### src/rtl/link_sequencer.sv
// link_sequencer: frame-level controller for the serializer -> channel ->
// deserializer path. It accepts one frame request at a time and runs ser_en for
// FRAME_BITS cycles. It runs deser_en for FRAME_BITS cycles, starting DELAY
// cycles after serialization begins. A frame ends with a frame_done pulse, or
// with an aborted pulse if abort cancels it.
// Optional feature macro: LINK_SEQ_FRAME_COUNT_EN adds a 16-bit completed-frame
// counter (frame_count) with a synchronous clear (count_clr).
// All outputs are registered. They are computed from next-state values, so they
// match a decode of the current state and counter, with no decode glitches.

module link_sequencer #(
    parameter int FRAME_BITS = 16,
    parameter int DELAY      = 47
) (
    input  logic        clk,
    input  logic        reset,
    input  logic        req_valid,
    output logic        req_ready,
    input  logic        abort,
    output logic        ser_en,
    output logic        deser_en,
    output logic        busy,
    output logic        frame_done,
    output logic        aborted
`ifdef LINK_SEQ_FRAME_COUNT_EN
    ,
    input  logic        count_clr,
    output logic [15:0] frame_count
`endif
);

    localparam int CW = $clog2(DELAY + FRAME_BITS + 1);

    localparam logic [CW-1:0] END_C  = CW'(DELAY + FRAME_BITS - 1);
    localparam logic [CW-1:0] FB_C   = CW'(FRAME_BITS);
    localparam logic [CW-1:0] DL_C   = CW'(DELAY);
    localparam logic [CW-1:0] ZERO_C = {CW{1'b0}};
    localparam logic [CW-1:0] ONE_C  = {{(CW-1){1'b0}}, 1'b1};

    typedef enum logic [1:0] {
        IDLE = 2'd0,
        RUN  = 2'd1,
        DONE = 2'd2
    } state_t;

    state_t        state_r;
    logic [CW-1:0] cnt_r;
    logic [CW-1:0] cnt_inc_s;

    // Next counter value while a frame is running (never wraps: stops at END_C).
    always_comb begin
        cnt_inc_s = cnt_r + ONE_C;
    end

    // Sequencer FSM: state, frame counter and registered outputs.
    always_ff @(posedge clk) begin
        if (reset) begin
            state_r    <= IDLE;
            cnt_r      <= ZERO_C;
            req_ready  <= 1'b1;
            ser_en     <= 1'b0;
            deser_en   <= 1'b0;
            busy       <= 1'b0;
            frame_done <= 1'b0;
            aborted    <= 1'b0;
        end else begin
            case (state_r)
                IDLE: begin
                    frame_done <= 1'b0;
                    aborted    <= 1'b0;
                    // abort is ignored here; a request is always taken.
                    if (req_valid && req_ready) begin
                        state_r   <= RUN;
                        cnt_r     <= ZERO_C;
                        req_ready <= 1'b0;
                        busy      <= 1'b1;
                        ser_en    <= (ZERO_C < FB_C);
                        deser_en  <= (ZERO_C >= DL_C);
                    end else begin
                        req_ready <= 1'b1;
                        busy      <= 1'b0;
                        ser_en    <= 1'b0;
                        deser_en  <= 1'b0;
                    end
                end
                RUN: begin
                    if (abort) begin
                        // Cancel: the next cycle is IDLE and can accept a request.
                        state_r    <= IDLE;
                        cnt_r      <= ZERO_C;
                        req_ready  <= 1'b1;
                        busy       <= 1'b0;
                        ser_en     <= 1'b0;
                        deser_en   <= 1'b0;
                        frame_done <= 1'b0;
                        aborted    <= 1'b1;
                    end else if (cnt_r == END_C) begin
                        state_r    <= DONE;
                        req_ready  <= 1'b0;
                        busy       <= 1'b1;
                        ser_en     <= 1'b0;
                        deser_en   <= 1'b0;
                        frame_done <= 1'b1;
                        aborted    <= 1'b0;
                    end else begin
                        cnt_r      <= cnt_inc_s;
                        req_ready  <= 1'b0;
                        busy       <= 1'b1;
                        ser_en     <= (cnt_inc_s < FB_C);
                        deser_en   <= (cnt_inc_s >= DL_C);
                        frame_done <= 1'b0;
                        aborted    <= 1'b0;
                    end
                end
                DONE: begin
                    // Single-cycle completion state; abort has no effect here.
                    state_r    <= IDLE;
                    cnt_r      <= ZERO_C;
                    req_ready  <= 1'b1;
                    busy       <= 1'b0;
                    ser_en     <= 1'b0;
                    deser_en   <= 1'b0;
                    frame_done <= 1'b0;
                    aborted    <= 1'b0;
                end
                default: begin
                    state_r    <= IDLE;
                    cnt_r      <= ZERO_C;
                    req_ready  <= 1'b1;
                    busy       <= 1'b0;
                    ser_en     <= 1'b0;
                    deser_en   <= 1'b0;
                    frame_done <= 1'b0;
                    aborted    <= 1'b0;
                end
            endcase
        end
    end

`ifdef LINK_SEQ_FRAME_COUNT_EN
    logic [15:0] frame_count_r;

    // Completed-frame counter; clear wins over a same-cycle increment, wraps at 0xFFFF.
    always_ff @(posedge clk) begin
        if (reset) begin
            frame_count_r <= 16'h0000;
        end else if (count_clr) begin
            frame_count_r <= 16'h0000;
        end else if (frame_done) begin
            frame_count_r <= frame_count_r + 16'h0001;
        end else begin
            frame_count_r <= frame_count_r;
        end
    end

    assign frame_count = frame_count_r;
`endif

endmodule

### config.mk
export PLATFORM = sky130hd
export DESIGN_NAME = link_sequencer
export DESIGN_NICKNAME = d
export VERILOG_FILES = /design/src/rtl/link_sequencer.sv
export SDC_FILE = /design/constraint.sdc
export NUM_CORES = 1
export LEC_CHECK = 0
export CAP_MARGIN = 20
export CORE_MARGIN = 2
export CORE_UTILIZATION = 50
export DETAILED_ROUTE_END_ITERATION = 8
export GPL_TIMING_DRIVEN = 0
export HOLD_SLACK_MARGIN = 0.05
export PLACE_DENSITY = 0.75
export SYNTH_ARGS = -nofsm -noshare
export SYNTH_HDL_FRONTEND = slang
export SYNTH_SLANG_ARGS = --single-unit
### constraint.sdc
create_clock -name clk -period 2.1 [get_ports clk]
set_clock_uncertainty 0.2 [all_clocks]
set_input_delay 0.42 -clock clk [delete_from_list [all_inputs] [get_ports clk]]
set_output_delay 0.42 -clock clk [all_outputs]
set_load 0.005 [all_outputs]
==> metrics.md <==
| Metric | Value |
|---|---|
| CP Max Fanout | 10 |
| Max Root-Sink Buffers | 2 |
| Vias in the first global route | 478 |
| Overall Global Routing Usage | 0.207 |
| Post CTS Setup Buffer Count | 0 |
| # IOs | 10 |
| NumNets Final | 94 |
| Hold Vio Cnt, Final | 0 |
| Hold-fix buffers, CTS | 0 |
| Area contributors post-synth | dfxtp_1 (42%), ha_1 (5.6%), o21ai_0 (3.8%) |
| Worst Hold Class | flop to flop |
| Area Overhead vs Synth | 21.8% |
| Crit-path slowest cell | clkdlybuf4s50_1 |
| Max incr delay on CP | 0.48 ns |
| Max cap viols | 0 |
| Share of cells above drive strength 1 | 0.116 |
| CTS tree | built |
| DRC Markers | 0 |
| Cell Count, Final, Fillers Out | 101 |
| #FFs+latches synth | 14 |
| P_sw | about 120 uW |
| Clock share of power | 0.371 |
| CP Cell Sequence | clkdlybuf4s50_1, nor3b_4, o21ai_2, or3_1, o31ai_1 |
| Root Buffer | clkbuf_4 |
| Clock Latency Late Sink | 0.29 ns |
| Worst Path Arrival | between 1.5 and 2 ns |
| Largest delay share family, worst path | simple AND/OR/NAND/NOR gates |
| WS Path Type | input pin to flop |
| Total CTS buffers | 3 |
| Synthesized net count | 80 |
| Pre-CTS setup slack | -0.0430 ns |
| Starting Density | 0.524 |
| Sequential share of the synthesized area | 0.422 |
| Syn avg cell area | 9.10 sq um |
| Peak Freq | 538 MHz |
| Logic pwr share | 0.100 |
| CTS Sinks | 14 |
| Initial DRC Count | 19 |
| Fin Setup TNS | 0 ns |
| Simple-gate portion of the synthesized area | 0.277 |
| Tmin final | ~1.9 ns |
| Largest family of logic cells by synthesized area | simple AND/OR/NAND/NOR gates |
| GRT overflow | 0 |
| Final setup viols | 0 |
| Synth Area in Adders | 0.0565 |
| Max Transition Viols Final | 0 |
| Final HPWL DP | 987 microns |
| First-pass GRT wire length | 2200 microns |
| Status | completed |
| Startpoint class of the critical path | input pin |
| Hold_ws | 0.331 ns |
| Yosys Warn Count | 0 |
| Synth Area in XOR/XNOR | 0.0264 |
| Die X | 40.5 microns |
| Data required, critical path | between 2 and 2.5 ns |
| Core footprint | between 1000 and 1500 sq um |
| Vias | 570 |
| Mux share of post-synthesis cell area | 0 |
| Antenna Violating Nets Remaining | 0 |
| Area share of the leading cell type in the synthesized netlist | 0.422 |
| Antenna diode count | 0 |
| Cells after Synth | 73 |
| Die H | 40.5 microns |
| Fillers | 117 |
| Worst IR Drop VDD | 0.576 mV |
| I/O Buffers | 9 |
| Die footprint | 1640 sq um |
| Placer Congestion | 0.836 |
| Via-per-instance ratio | 5.64 |
| Std-Cell Rows | 13 |
| Type of destination of the critical path | flop |
| Initial antenna violation count | 0 |
| Mapped cell area | about 660 sq um |
| Buf/Inv on CP | 1 |
| Post-synth top area cell | dfxtp_1 |
| Dpl cells | 97 |
| Leakage power | 0.000297 uW |
| Clk pin slew, worst setup/hold paths | 0.08 ns |
| Largest net degree at the start of global routing | 11 |
| Sequential share of power | 0.529 |
| Switching Share | 0.227 |
| Post-synthesis compound-gate area fraction | 0.202 |
| H-tree depth reported by CTS | 1 |
| Worst slew pin tran | 0.413 ns |
| Post-CTS sizing | 0 |
| TritonRoute pass-1 iters | 4 |
| RSZ-0062 raised after global routing | no |
| Final wirelength | 1290 microns |
| Internal power | 406 uW |
| Fin worst setup slack | 0.241 ns |
| Power per cell area | between 600 and 700 nW/um^2 |
| Max-Slew Margin vs Limit | 0.725 |
| Average wire per standard cell | 12.8 microns |
| Yosys cell types | 30 |
| Final cycle utilization of the critical path | 0.885 |
[layer usage]
layer	part of all wire	track usage
met5	0	0
met4	0.024	0.125
met3	0.044	0.0500
met2	0.44	0.310
met1	0.49	0.265
[kinds of logic (layout without fill, tap and decap cells)]
group | count (synthesis) | count (layout)
buf+inv | 3 | 16
fa+ha+maj | 3 | 3
compound gates | 20 | 20
flops | 14 | 14
simple gates | 31 | 31
xor+xnor | 2 | 2
[cells in the mapped netlist (all sizes together)]
cell type	count
a211oi	3
a21boi	1
a21oi	4
a221oi	1
a22o	1
and2	2
and3	5
clkbuf	1
dfxtp	14
ha	3
inv	2
nand2	6
nand2b	3
nand3	3
nor2	4
nor2b	1
nor3	2
nor3b	2
nor4	1
o21a	1
o21ai	6
o31ai	1
o32ai	2
or2	1
or3	1
xor2	2
[power groups by stage]
stage               clock network, uW  logic (uW)  registers (uW)
floorplan                           0        27.3             284
global placement                    0        51.9             284
detailed placement                  0        53.1             284
CTS                               199        53.3             278
global route                      209        59.0             280
finish                            195        52.5             278
[cell usage in the layout, fill, tap and decap left out, drive strengths merged]
master / count
dfxtp: 14
nor3b: 2
o21a: 1
nor3: 2
xor2: 2
a21boi: 1
nand3: 3
a221oi: 1
and2: 2
nor2: 4
o21ai: 6
a21oi: 4
or3: 1
or2: 1
nand2: 6
a22o: 1
o32ai: 2
and3: 5
nor4: 1
nor2b: 1
ha: 3
inv: 2
clkdlybuf4s50: 9
a211oi: 3
o31ai: 1
nand2b: 3
clkbuf: 5
[sequential cells by signal (all words and copies together), names as in the netlist]
register,cells
frame_done,1
cnt_r,6
state_r,2
deser_en,1
ser_en,1
busy,1
req_ready,1
aborted,1
[area by class of cell]
cell class                 instances  area (sq um)  share of cell area
buffer                             1          3.75             0.00464
multi-input combinational         56           373               0.461
tap                               15          18.8              0.0232
sequential                        14           280               0.346
timing repair buffer               9          90.1               0.111
clock buffer                       4          36.3              0.0448
inverter                           2          7.51             0.00927
[stage by stage]
step                area, sq um   util  power, uW
global placement            773  0.609        336
floorplan                   664      -        312
finish                      810  0.638        525
global route                810  0.638        548
CTS                         810  0.638        530
detailed placement          773  0.609        337
[path summary, 6_finish.rpt]
check	from	to	slack [ns]	cells after the start
worst min-delay path	state_r[0]$_SDFFE_PP0P_	aborted$_SDFF_PP0_	0.33	1
worst max register to register	cnt_r[0]$_SDFFE_PP0P_	cnt_r[0]$_SDFFE_PP0P_	0.38	6
worst max-delay path	abort	cnt_r[0]$_SDFFE_PP0P_	0.24	5
worst min register to register	state_r[0]$_SDFFE_PP0P_	aborted$_SDFF_PP0_	0.33	1
No activity file was read; power rests on OpenSTA's default activity.
